## config.mk

```make
export PLATFORM = sky130hd
export DESIGN_NAME = duck_flight_ctrl_flat
export DESIGN_NICKNAME = d
export VERILOG_FILES = /design/src/rtl/duck_flight_if.sv /design/src/rtl/duck_flight_ctrl.sv /design/src/flat_wrapper.sv
export SDC_FILE = /design/constraint.sdc
export NUM_CORES = 1
export LEC_CHECK = 0
export ABC_AREA = 1
export CAP_MARGIN = 0
export CORE_MARGIN = 2
export CORE_UTILIZATION = 40
export DETAILED_ROUTE_END_ITERATION = 8
export PLACE_DENSITY = 0.72
export SLEW_MARGIN = 20
export SYNTH_ARGS = -nofsm -noshare
export SYNTH_HDL_FRONTEND = slang
export SYNTH_SLANG_ARGS = --single-unit
```

## constraint.sdc

```tcl
create_clock -name clk -period 2.13 [get_ports clk]
set_input_delay 0.213 -clock clk [delete_from_list [all_inputs] [get_ports clk]]
set_output_delay 0.213 -clock clk [all_outputs]
set_load 0.02 [all_outputs]
```

## src/rtl/duck_flight_if.sv

```systemverilog
// Spawn/control inputs and sprite outputs of the duck flight controller.
// slave is the controller side, master is the driver/consumer side.
interface duck_flight_if;
    logic [1:0] state;
    logic       frame_tick;
    logic       spawn;
    logic [9:0] spawn_x;
    logic [9:0] spawn_y;
    logic       hit;
    logic       timeout;
    logic [9:0] duck_x;
    logic [9:0] duck_y;
    logic       duck_visible;
    logic       duck_falling;
    logic       dir_left;
    logic       escaped;
    logic       landed;

    modport slave (
        input  state, frame_tick, spawn, spawn_x, spawn_y, hit, timeout,
        output duck_x, duck_y, duck_visible, duck_falling, dir_left, escaped, landed
    );

    modport master (
        output state, frame_tick, spawn, spawn_x, spawn_y, hit, timeout,
        input  duck_x, duck_y, duck_visible, duck_falling, dir_left, escaped, landed
    );
endinterface

```

## src/rtl/duck_flight_ctrl.sv

```systemverilog
// Duck sprite flight controller: latches spawn coordinates and animates the duck once
// per video frame through fly/bounce, fall-when-shot and fly-off-the-top phases.
module duck_flight_ctrl #(
    parameter int unsigned SCREEN_W  = 960,
    parameter int unsigned SCREEN_H  = 704,
    parameter int unsigned DUCK_W    = 64,
    parameter int unsigned DUCK_H    = 64,
    parameter int unsigned Y_MIN     = 96,
    parameter int unsigned STEP_X    = 4,
    parameter int unsigned STEP_Y    = 2,
    parameter int unsigned FALL_STEP = 6
) (
    input  logic          clk,
    input  logic          rst,
    duck_flight_if.slave  bus
);

    localparam logic [10:0] XMax  = 11'(SCREEN_W - DUCK_W);
    localparam logic [10:0] YMax  = 11'(SCREEN_H - DUCK_H);
    localparam logic [10:0] YMin  = 11'(Y_MIN);
    localparam logic [10:0] StepX = 11'(STEP_X);
    localparam logic [10:0] StepY = 11'(STEP_Y);
    localparam logic [10:0] FallS = 11'(FALL_STEP);
    localparam logic [1:0]  Play  = 2'b01;

    typedef enum logic [1:0] {
        StIdle,
        StFly,
        StFall,
        StEscape
    } fly_state_e;

    fly_state_e state_q, state_d;
    logic [9:0] x_q, x_d;
    logic [9:0] y_q, y_d;
    logic       visible_q, visible_d;
    logic       falling_q, falling_d;
    logic       left_q, left_d;
    logic       up_q, up_d;
    logic       escaped_q, escaped_d;
    logic       landed_q, landed_d;
    logic       spawn_d_q;

    // 11-bit working copies so sums and differences never wrap.
    logic [10:0] x_w, y_w, sx_w, sy_w;
    logic [10:0] x_fly, y_fly;
    logic        left_fly, up_fly;
    logic [10:0] x_load, y_load;

    assign x_w  = {1'b0, x_q};
    assign y_w  = {1'b0, y_q};
    assign sx_w = {1'b0, bus.spawn_x};
    assign sy_w = {1'b0, bus.spawn_y};

    // Spawn coordinates clamped into the sprite's legal range.
    always_comb begin
        x_load = (sx_w > XMax) ? XMax : sx_w;
        if (sy_w < YMin) begin
            y_load = YMin;
        end else if (sy_w > YMax) begin
            y_load = YMax;
        end else begin
            y_load = sy_w;
        end
    end

    // One frame of flight with wall bounce on each axis.
    always_comb begin
        x_fly    = x_w;
        left_fly = left_q;
        if (left_q) begin
            if (x_w < StepX) begin
                x_fly    = '0;
                left_fly = 1'b0;
            end else begin
                x_fly = x_w - StepX;
            end
        end else begin
            if (x_w + StepX > XMax) begin
                x_fly    = XMax;
                left_fly = 1'b1;
            end else begin
                x_fly = x_w + StepX;
            end
        end

        y_fly  = y_w;
        up_fly = up_q;
        if (up_q) begin
            if (y_w < YMin + StepY) begin
                y_fly  = YMin;
                up_fly = 1'b0;
            end else begin
                y_fly = y_w - StepY;
            end
        end else begin
            if (y_w + StepY > YMax) begin
                y_fly  = YMax;
                up_fly = 1'b1;
            end else begin
                y_fly = y_w + StepY;
            end
        end
    end

    always_comb begin
        state_d   = state_q;
        x_d       = x_q;
        y_d       = y_q;
        visible_d = visible_q;
        falling_d = falling_q;
        left_d    = left_q;
        up_d      = up_q;
        escaped_d = 1'b0;
        landed_d  = 1'b0;

        if (bus.state != Play) begin
            // Leaving play parks the duck out of sight with its position held.
            state_d   = StIdle;
            visible_d = 1'b0;
            falling_d = 1'b0;
        end else begin
            unique case (state_q)
                StIdle: begin
                    if (spawn_d_q) begin
                        x_d       = x_load[9:0];
                        y_d       = y_load[9:0];
                        left_d    = bus.spawn_x[0];
                        up_d      = bus.spawn_y[1];
                        visible_d = 1'b1;
                        state_d   = StFly;
                    end
                end
                StFly: begin
                    if (bus.hit) begin
                        state_d   = StFall;
                        falling_d = 1'b1;
                    end else if (bus.timeout) begin
                        state_d = StEscape;
                    end else if (bus.frame_tick) begin
                        x_d    = x_fly[9:0];
                        y_d    = y_fly[9:0];
                        left_d = left_fly;
                        up_d   = up_fly;
                    end
                end
                StFall: begin
                    if (bus.frame_tick) begin
                        if (y_w + FallS >= YMax) begin
                            y_d       = YMax[9:0];
                            landed_d  = 1'b1;
                            visible_d = 1'b0;
                            falling_d = 1'b0;
                            state_d   = StIdle;
                        end else begin
                            y_d = 10'(y_w + FallS);
                        end
                    end
                end
                StEscape: begin
                    // Escape runs past the flight band all the way to the top row.
                    if (bus.frame_tick) begin
                        if (y_w <= FallS) begin
                            y_d       = '0;
                            escaped_d = 1'b1;
                            visible_d = 1'b0;
                            state_d   = StIdle;
                        end else begin
                            y_d = 10'(y_w - FallS);
                        end
                    end
                end
                default: state_d = StIdle;
            endcase
        end
    end

    always_ff @(posedge clk) begin
        if (rst) begin
            state_q   <= StIdle;
            x_q       <= '0;
            y_q       <= '0;
            visible_q <= 1'b0;
            falling_q <= 1'b0;
            left_q    <= 1'b0;
            up_q      <= 1'b0;
            escaped_q <= 1'b0;
            landed_q  <= 1'b0;
            spawn_d_q <= 1'b0;
        end else begin
            state_q   <= state_d;
            x_q       <= x_d;
            y_q       <= y_d;
            visible_q <= visible_d;
            falling_q <= falling_d;
            left_q    <= left_d;
            up_q      <= up_d;
            escaped_q <= escaped_d;
            landed_q  <= landed_d;
            spawn_d_q <= bus.spawn;
        end
    end

    assign bus.duck_x       = x_q;
    assign bus.duck_y       = y_q;
    assign bus.duck_visible = visible_q;
    assign bus.duck_falling = falling_q;
    assign bus.dir_left     = left_q;
    assign bus.escaped      = escaped_q;
    assign bus.landed       = landed_q;

endmodule

```

## src/flat_wrapper.sv

```systemverilog
// flat-port wrapper written by rule: the top's interface ports become plain ports
module duck_flight_ctrl_flat 
#(
    parameter int unsigned SCREEN_W  = 960,
    parameter int unsigned SCREEN_H  = 704,
    parameter int unsigned DUCK_W    = 64,
    parameter int unsigned DUCK_H    = 64,
    parameter int unsigned Y_MIN     = 96,
    parameter int unsigned STEP_X    = 4,
    parameter int unsigned STEP_Y    = 2,
    parameter int unsigned FALL_STEP = 6
)
  (clk, rst, bus_state, bus_frame_tick, bus_spawn, bus_spawn_x, bus_spawn_y, bus_hit, bus_timeout, bus_duck_x, bus_duck_y, bus_duck_visible, bus_duck_falling, bus_dir_left, bus_escaped, bus_landed);
  duck_flight_if bus_i ();
  input  logic clk;
  input  logic rst;
  input wire logic [$bits(bus_i.state)-1:0] bus_state;
  input wire logic [$bits(bus_i.frame_tick)-1:0] bus_frame_tick;
  input wire logic [$bits(bus_i.spawn)-1:0] bus_spawn;
  input wire logic [$bits(bus_i.spawn_x)-1:0] bus_spawn_x;
  input wire logic [$bits(bus_i.spawn_y)-1:0] bus_spawn_y;
  input wire logic [$bits(bus_i.hit)-1:0] bus_hit;
  input wire logic [$bits(bus_i.timeout)-1:0] bus_timeout;
  output wire logic [$bits(bus_i.duck_x)-1:0] bus_duck_x;
  output wire logic [$bits(bus_i.duck_y)-1:0] bus_duck_y;
  output wire logic [$bits(bus_i.duck_visible)-1:0] bus_duck_visible;
  output wire logic [$bits(bus_i.duck_falling)-1:0] bus_duck_falling;
  output wire logic [$bits(bus_i.dir_left)-1:0] bus_dir_left;
  output wire logic [$bits(bus_i.escaped)-1:0] bus_escaped;
  output wire logic [$bits(bus_i.landed)-1:0] bus_landed;
  assign bus_i.state = bus_state;
  assign bus_i.frame_tick = bus_frame_tick;
  assign bus_i.spawn = bus_spawn;
  assign bus_i.spawn_x = bus_spawn_x;
  assign bus_i.spawn_y = bus_spawn_y;
  assign bus_i.hit = bus_hit;
  assign bus_i.timeout = bus_timeout;
  assign bus_duck_x = bus_i.duck_x;
  assign bus_duck_y = bus_i.duck_y;
  assign bus_duck_visible = bus_i.duck_visible;
  assign bus_duck_falling = bus_i.duck_falling;
  assign bus_dir_left = bus_i.dir_left;
  assign bus_escaped = bus_i.escaped;
  assign bus_landed = bus_i.landed;
  duck_flight_ctrl #(.SCREEN_W(SCREEN_W), .SCREEN_H(SCREEN_H), .DUCK_W(DUCK_W), .DUCK_H(DUCK_H), .Y_MIN(Y_MIN), .STEP_X(STEP_X), .STEP_Y(STEP_Y), .FALL_STEP(FALL_STEP)) u_core (.clk(clk), .rst(rst), .bus(bus_i));
endmodule
```

==> results of run 1 <==
[cell type report]
type | instances | area (um2)
Timing Repair Buffer | 78 | 715.7
Inverter | 62 | 232.7
Clock buffer | 7 | 86.33
Fill cell | 785 | 3460
Tap cell | 99 | 123.9
Sequential cell | 29 | 581.8
Multi-Input combinational cell | 407 | 2092
[routing by layer]
layer	track usage, %	vias to the layer above	wire [um]
met1	31.49	1629	4240
met5	0	-	0
met4	7.323	0	235
li1	-	1798	-
met3	4.007	27	823
met2	41.04	159	4690
[worst max-delay path: stages, from the launching register on]
cell	delay, ps
dfxtp_1	480
ha_1	230
nand3_1	100
xor2_1	200
nand3_1	110
nand3_1	120
nand3_1	120
o21ai_0	320
nand2_1	100
a21oi_1	130
[report_power, final]
group | switching [mW] | internal (mW)
Clock | 0.219 | 0.256
Combinational | 0.271 | 0.198
Sequential | 0.0286 | 0.561
Total | 0.519 | 1.01
[stage by stage]
| stage | util (%) | setup TNS, ps |
|---|---|---|
| floorplan | - | 0 |
| global placement | 51.36 | 0 |
| detailed placement | 51.36 | 0 |
| CTS | 52.54 | 0 |
| global route | 52.56 | -9.569 |
| finish | 52.56 | 0 |
[cell usage in the layout (no fill, tap or decap), drive strengths merged, types with 2 or more instances in the layout]
cell / Yosys / routed
nand2: 149 / 149
nor2: 68 / 68
inv: 58 / 58
clkdlybuf4s50: 0 / 52
nand3: 52 / 52
a21oi: 43 / 43
o21ai: 31 / 31
dfxtp: 29 / 29
buf: 14 / 26
xor2: 22 / 22
nor3: 7 / 7
clkbuf: 6 / 7
nand4: 6 / 6
nand3b: 6 / 6
ha: 5 / 5
a31oi: 4 / 4
clkinv: 4 / 4
xnor2: 2 / 2
o21bai: 2 / 2
nor4: 2 / 2
o22ai: 2 / 2
[final timing paths]
kind	to	depth (start not counted)	start
worst max register to register	u_core.bus.duck_x[5]$_SDFFE_PP0P_	9	u_core.bus.duck_x[2]$_SDFFE_PP0P_
worst min-delay path	u_core.spawn_d_q$_SDFF_PP0_	3	bus_spawn
worst min register to register	u_core.bus.duck_visible$_SDFFE_PP0P_	2	u_core.bus.duck_visible$_SDFFE_PP0P_
worst max-delay path	u_core.bus.duck_x[5]$_SDFFE_PP0P_	9	u_core.bus.duck_x[2]$_SDFFE_PP0P_
[cells by family (layout without fill, tap and decap cells)]
family / Yosys count / in the layout / share of synthesized area [%]
fa+ha+maj: 5 / 5 / 2.075
compound gates: 85 / 85 / 15.44
xor+xnor: 24 / 24 / 6.971
simple gates: 293 / 293 / 44.90
flops: 29 / 29 / 19.25
buf+inv: 82 / 147 / 11.37
==> key figures, run 1 <==
Outcome
  – Status: finished, final reports clean

Die
  – Die area: 0.008249 mm2
  – Die Y: 90.83 um
  – Num rows: 31
  – CORE AREA: 0.007292 mm2
  – Width of the chip: 90.83 um
  – Initial Util: 41.35%
  – Io pins: 53

Drt
  – ANT nets after route: 0
  – DR vias/cell: 5.298
  – Drt wl/cell: 14.65 um
  – Routed vias: 3,613
  – Post-Route WL: about 10000 um
  – 1st-pass router iterations: 6
  – Remaining DRCs: 0
  – Initial drt markers: 267

CTS
  – Post_cts resized: 0
  – Clk root buf: clkbuf_8
  – Hold_buf cts: 0
  – Clock transition at path regs: 70 ps
  – H-tree lvl count: 2
  – CTS tree: yes
  – Post-CTS Setup Inserts: 0
  – Clk buf depth: 2
  – Worst-Skew Late Latency: ~280 ps
  – Sink Count: 29
  – CTS Buf Count: 5

Final layout
  – Ant diodes: 0
  – Share of layout cells above drive strength 1: 12.69%
  – Net count, final: 616
  – Post-Layout Cell Count: ~700
  – Final Instance Area: 0.003832 mm2
  – P&R area growth vs syn: 27.10%

Critical path
  – Critical path class: flip-flop to flip-flop
  – Crit path launch type: flip-flop
  – Nature of the critical path endpoint: flip-flop
  – Critical Path RT: 2340 ps
  – Worst R2R Setup Slack: 160 ps
  – Worst path arrival time: 2180 ps
  – Crit Path Max Fanout: 7

Timing
  – Count of final max-slew check failures: 0
  – Slew @ Worst Pin: 594.6 ps
  – Final Setup Violations: 0
  – Fin crit share: 92.50%
  – Min Clock Period, post-route: 1970 ps
  – Final Hold Vio Count: 0
  – Rel. slew slack: 60.18%
  – Slack of the critical path: 159.8 ps
  – F_max: 0.5076 GHz
  – Hold WS: about 440 ps
  – Worst Skew: 3.955 ps

Synth
  – Main synth FF type: dfxtp_1
  – Most frequent cell after synthesis: nand2_1
  – Post-synth EDFFs: 0
  – Top cells by count, synth: nand2_1 (140), nor2_1 (56), nand3_1 (49), inv_1 (44), a21oi_1 (41)
  – Mapped Cells: just over 500
  – Yosys top cell area share: between 10% and 20%
  – Synth Warn #: 0
  – Asr flop ratio synth: 0%
  – Synth top area cells: dfxtp_1 (19%), nand2_1 (17%), nand3_1 (8.1%), nor2_1 (7.0%), a21oi_1 (6.8%)
  – Syn_area_per_cell: around 5.8 um2
  – #FFs+latches synth: 29
  – Synth Net Count: 551
  – Area of the mapped netlist: 0.003015 mm2
  – Unique cell type count in the Yosys netlist: 39
  – Most area-hungry cell type in the Yosys netlist: dfxtp_1
  – Sequential fraction of the synthesis area: between 10% and 20%

Place
  – Dpl cell area: around 0.0037 mm2
  – Placed cell count: 675
  – Dpl hpwl: 7755 um
  – Place WS: around 56 ps
  – Final GP Congestion: between 0.9 and 1
  – IO Port Bufs: 52

Power and ir drop
  – LEAKAGE: 1.731 nW
  – Power density over the cells: 400.2 mW/mm2
  – Worst vdd ir: 0.3429 mV
  – Tot Pwr: 1.534 mW

GRT
  – Largest net degree at the start of global routing: 20
  – Total track usage: 24.22%
  – Total gr overflow: 0
  – Initial antenna violation count: 0
  – Vias in the first global route: 3,442
  – First-pass GRT wire length: around 16,000 um

Min path
  – Hold/Removal Path Class: primary input to flip-flop

Run
  – Max-cap violations: 0
Power figures use the tool's default switching activity.
==> run 2: changes to the inputs <==
==> constraint.sdc (replaced) <==
create_clock -name clk -period 2.13 [get_ports clk]
set_input_delay 0.213 -clock clk [delete_from_list [all_inputs] [get_ports clk]]
set_output_delay 0.213 -clock clk [all_outputs]
set_load 0.1 [all_outputs]
==> run 2 against run 1 <==
Final area shrank 4.4%. Via count shrank 1.4%. Total power grew 4.0%.
==> key figures, run 2 (synthesis gave the netlist of run 1 again) <==
Critical path
  – Critical path class: flip-flop to flip-flop (unchanged)
  – Critical Path RT: 2310 ps (was 2340 ps)
  – Crit path launch type: flip-flop (unchanged)
  – Nature of the critical path endpoint: flip-flop (unchanged)
  – Crit Path Max Fanout: 9 (was 7)
  – Worst path arrival time: 2130 ps (was 2180 ps)

Drt
  – Drt wl/cell: 13.96 um (was 14.65 um)
  – 1st-pass router iterations: 5 (was 6)
  – Post-Route WL: 9253 um (was 9989 um)
  – Initial drt markers: 262 (was 267)
  – ANT nets after route: 0 (unchanged)
  – DR vias/cell: 5.371 (was 5.298)
  – Remaining DRCs: 0 (unchanged)
  – Routed vias: 3,561 (was 3,613)

GRT
  – Initial antenna violation count: 0 (unchanged)
  – Total gr overflow: 0 (unchanged)
  – First-pass GRT wire length: 15,180 um (was 16,280 um)
  – Vias in the first global route: 3,244 (was 3,442)
  – Largest net degree at the start of global routing: 20 (unchanged)
  – Total track usage: 22.15% (was 24.22%)

Place
  – Dpl hpwl: 7088 um (was 7755 um)
  – Dpl cell area: 0.003563 mm2 (was 0.003745 mm2)
  – IO Port Bufs: 52 (unchanged)
  – Final GP Congestion: 0.9524 (was 0.9402)

Final layout
  – Final Instance Area: 0.003665 mm2 (was 0.003832 mm2)
  – Share of layout cells above drive strength 1: 17.02% (was 12.69%)
  – Ant diodes: 0 (unchanged)
  – # fillers: 782 (was 785)
  – Net count, final: 597 (was 616)
  – Most common cell after layout, fill and taps aside: nand2_1 (unchanged)
  – Reg area: 604.3 um2 (was 581.8 um2)
  – P&R area growth vs syn: 21.54% (was 27.10%)
  – Most frequent cells in the layout: nand2_1 (139), nor2_1 (56), nand3_1 (49), inv_1 (44), a21oi_1 (41) (was nand2_1 (140), nor2_1 (56), clkdlybuf4s50_1 (52), nand3_1 (49), inv_1 (44))
  – Area of the multi-input gates: 0.002107 mm2 (was 0.002092 mm2)

Timing
  – Fin crit share: 91.60% (was 92.50%)
  – F_max: 0.5125 GHz (was 0.5076 GHz)
  – Setup TNS: 0 ps (unchanged)
  – Count of final max-slew check failures: 0 (unchanged)
  – Rel. slew slack: 55.97% (was 60.18%)
  – Worst Skew: 8.450 ps (was 3.955 ps)
  – Final Setup Violations: 0 (unchanged)
  – RSZ-0062 raised after global routing: no
  – Min Clock Period, post-route: 1951 ps (was 1970 ps)
  – Slew @ Worst Pin: 660.3 ps (was 594.6 ps)
  – Final Hold Vio Count: 0 (unchanged)

Die
  – Num rows: 31 (unchanged)
  – Initial Util: 41.35% (unchanged)
  – CORE AREA: 0.007292 mm2 (unchanged)
  – Width of the chip: 90.83 um (unchanged)
  – Io pins: 53 (unchanged)
  – Die Y: 90.83 um (unchanged)
  – Die area: 0.008249 mm2 (unchanged)

Run
  – Max-cap violations: 0 (unchanged)

CTS
  – H-tree lvl count: 2 (unchanged)
  – Worst-Skew Late Latency: 290 ps (was 280 ps)
  – Sink Count: 29 (unchanged)
  – CTS tree: yes (unchanged)
  – Clk buf depth: 2 (unchanged)
  – CTS Buf Count: 5 (unchanged)
  – Clock transition at path regs: 60 ps (was 70 ps)
  – Hold_buf cts: 0 (unchanged)
  – Clk root buf: clkbuf_8 (unchanged)

Power and ir drop
  – Power density over the cells: 435.2 mW/mm2 (was 400.2 mW/mm2)
  – Worst vdd ir: 0.3338 mV (was 0.3429 mV)
  – LEAKAGE: 1.688 nW (was 1.731 nW)

Min path
  – Hold/Removal Path Class: primary input to flip-flop (unchanged)

Outcome
  – Status: finished, final reports clean (unchanged)
-- run 2: cell count changes in the layout (fill, tap and decap cells not counted) --
| cell | delta |
|---|---|
| dfxtp_2 | +12 |
| nor2_2 | -2 |
| dfxtp_4 | +2 |
| nor2_4 | +2 |
| dfxtp_1 | -14 |
| ha_1 | -1 |
| ha_2 | +1 |
| nand2_1 | -1 |
| buf_4 | +6 |
| nand2_2 | +1 |
| clkdlybuf4s50_1 | -25 |
-- run 2: timing repair --
action,in CTS,in global routing
resized for setup,0,4
setup buffers,0,0
endpoints found under the setup margin,0,8
-- run 2: report_power, final --
part	switching [mW]	internal, mW	total [mW]
Combinational	0.344	0.176	0.519
Clock	0.219	0.256	0.475
Sequential	0.0393	0.561	0.601
Total	0.602	0.993	1.59
-- run 2: worst max-delay path, cell delays in order (launching register included) --
cell and delay, ps:
dfxtp_4 410, ha_2 220, inv_1 100, nor2_4 160
nand2_1 70, nand2_1 60, nand2_1 90, inv_1 110
nand2_2 70, nand2_4 90, inv_2 60, nand2_1 50
nand2_1 40, nand3_1 110, nand3b_1 90, nand2_1 70
inv_1 40
-- run 2: per-stage QoR --
step	total power, mW	setup slack [ps]	hold slack [ps]	instances	util, %
CTS	1.593	138.5	433.9	663	50.05
global placement	1.123	132.6	444.7	656	48.87
floorplan	0.9747	60.68	320.0	518	-
finish	1.595	178.8	439.7	663	50.26
detailed placement	1.122	139.2	443.0	656	48.87
global route	1.668	3.828	441.4	663	50.26
-- run 2: worst paths after layout --
| path | start | endpoint | slack, ps | cells past startpoint |
|---|---|---|---|---|
| worst max-delay path | u_core.bus.duck_y[1]$_SDFFE_PP0P_ | u_core.bus.duck_y[1]$_SDFFE_PP0P_ | 180 | 16 |
| worst min-delay path | bus_spawn | u_core.spawn_d_q$_SDFF_PP0_ | 440 | 3 |
| worst max register to register | u_core.bus.duck_y[1]$_SDFFE_PP0P_ | u_core.bus.duck_y[1]$_SDFFE_PP0P_ | 180 | 16 |
| worst min register to register | u_core.bus.duck_visible$_SDFFE_PP0P_ | u_core.bus.duck_visible$_SDFFE_PP0P_ | 450 | 2 |
-- run 2: area by class of cell --
cell class              instances  area share (%)
multi-input cells             407           57.49
flip-flops and latches         29           16.49
repair buffers                 59           13.93
inverters                      62           6.350
well taps                      99           3.380
clock buffers                   7           2.356
-- run 2: per-layer routing --
| layer | global-route usage (%) | routed length (um) |
|---|---|---|
| met5 | 0 | 0 |
| met4 | 8.333 | 216 |
| met1 | 28.52 | 4000 |
| met3 | 3.589 | 653 |
| met2 | 37.13 | 4382 |
==> run 3: changes to the inputs <==
- SKIP_LAST_GASP: unset -> 1
==> results of run 3 <==
Same layout as run 2: the final DEF is identical, and so are final timing and power.
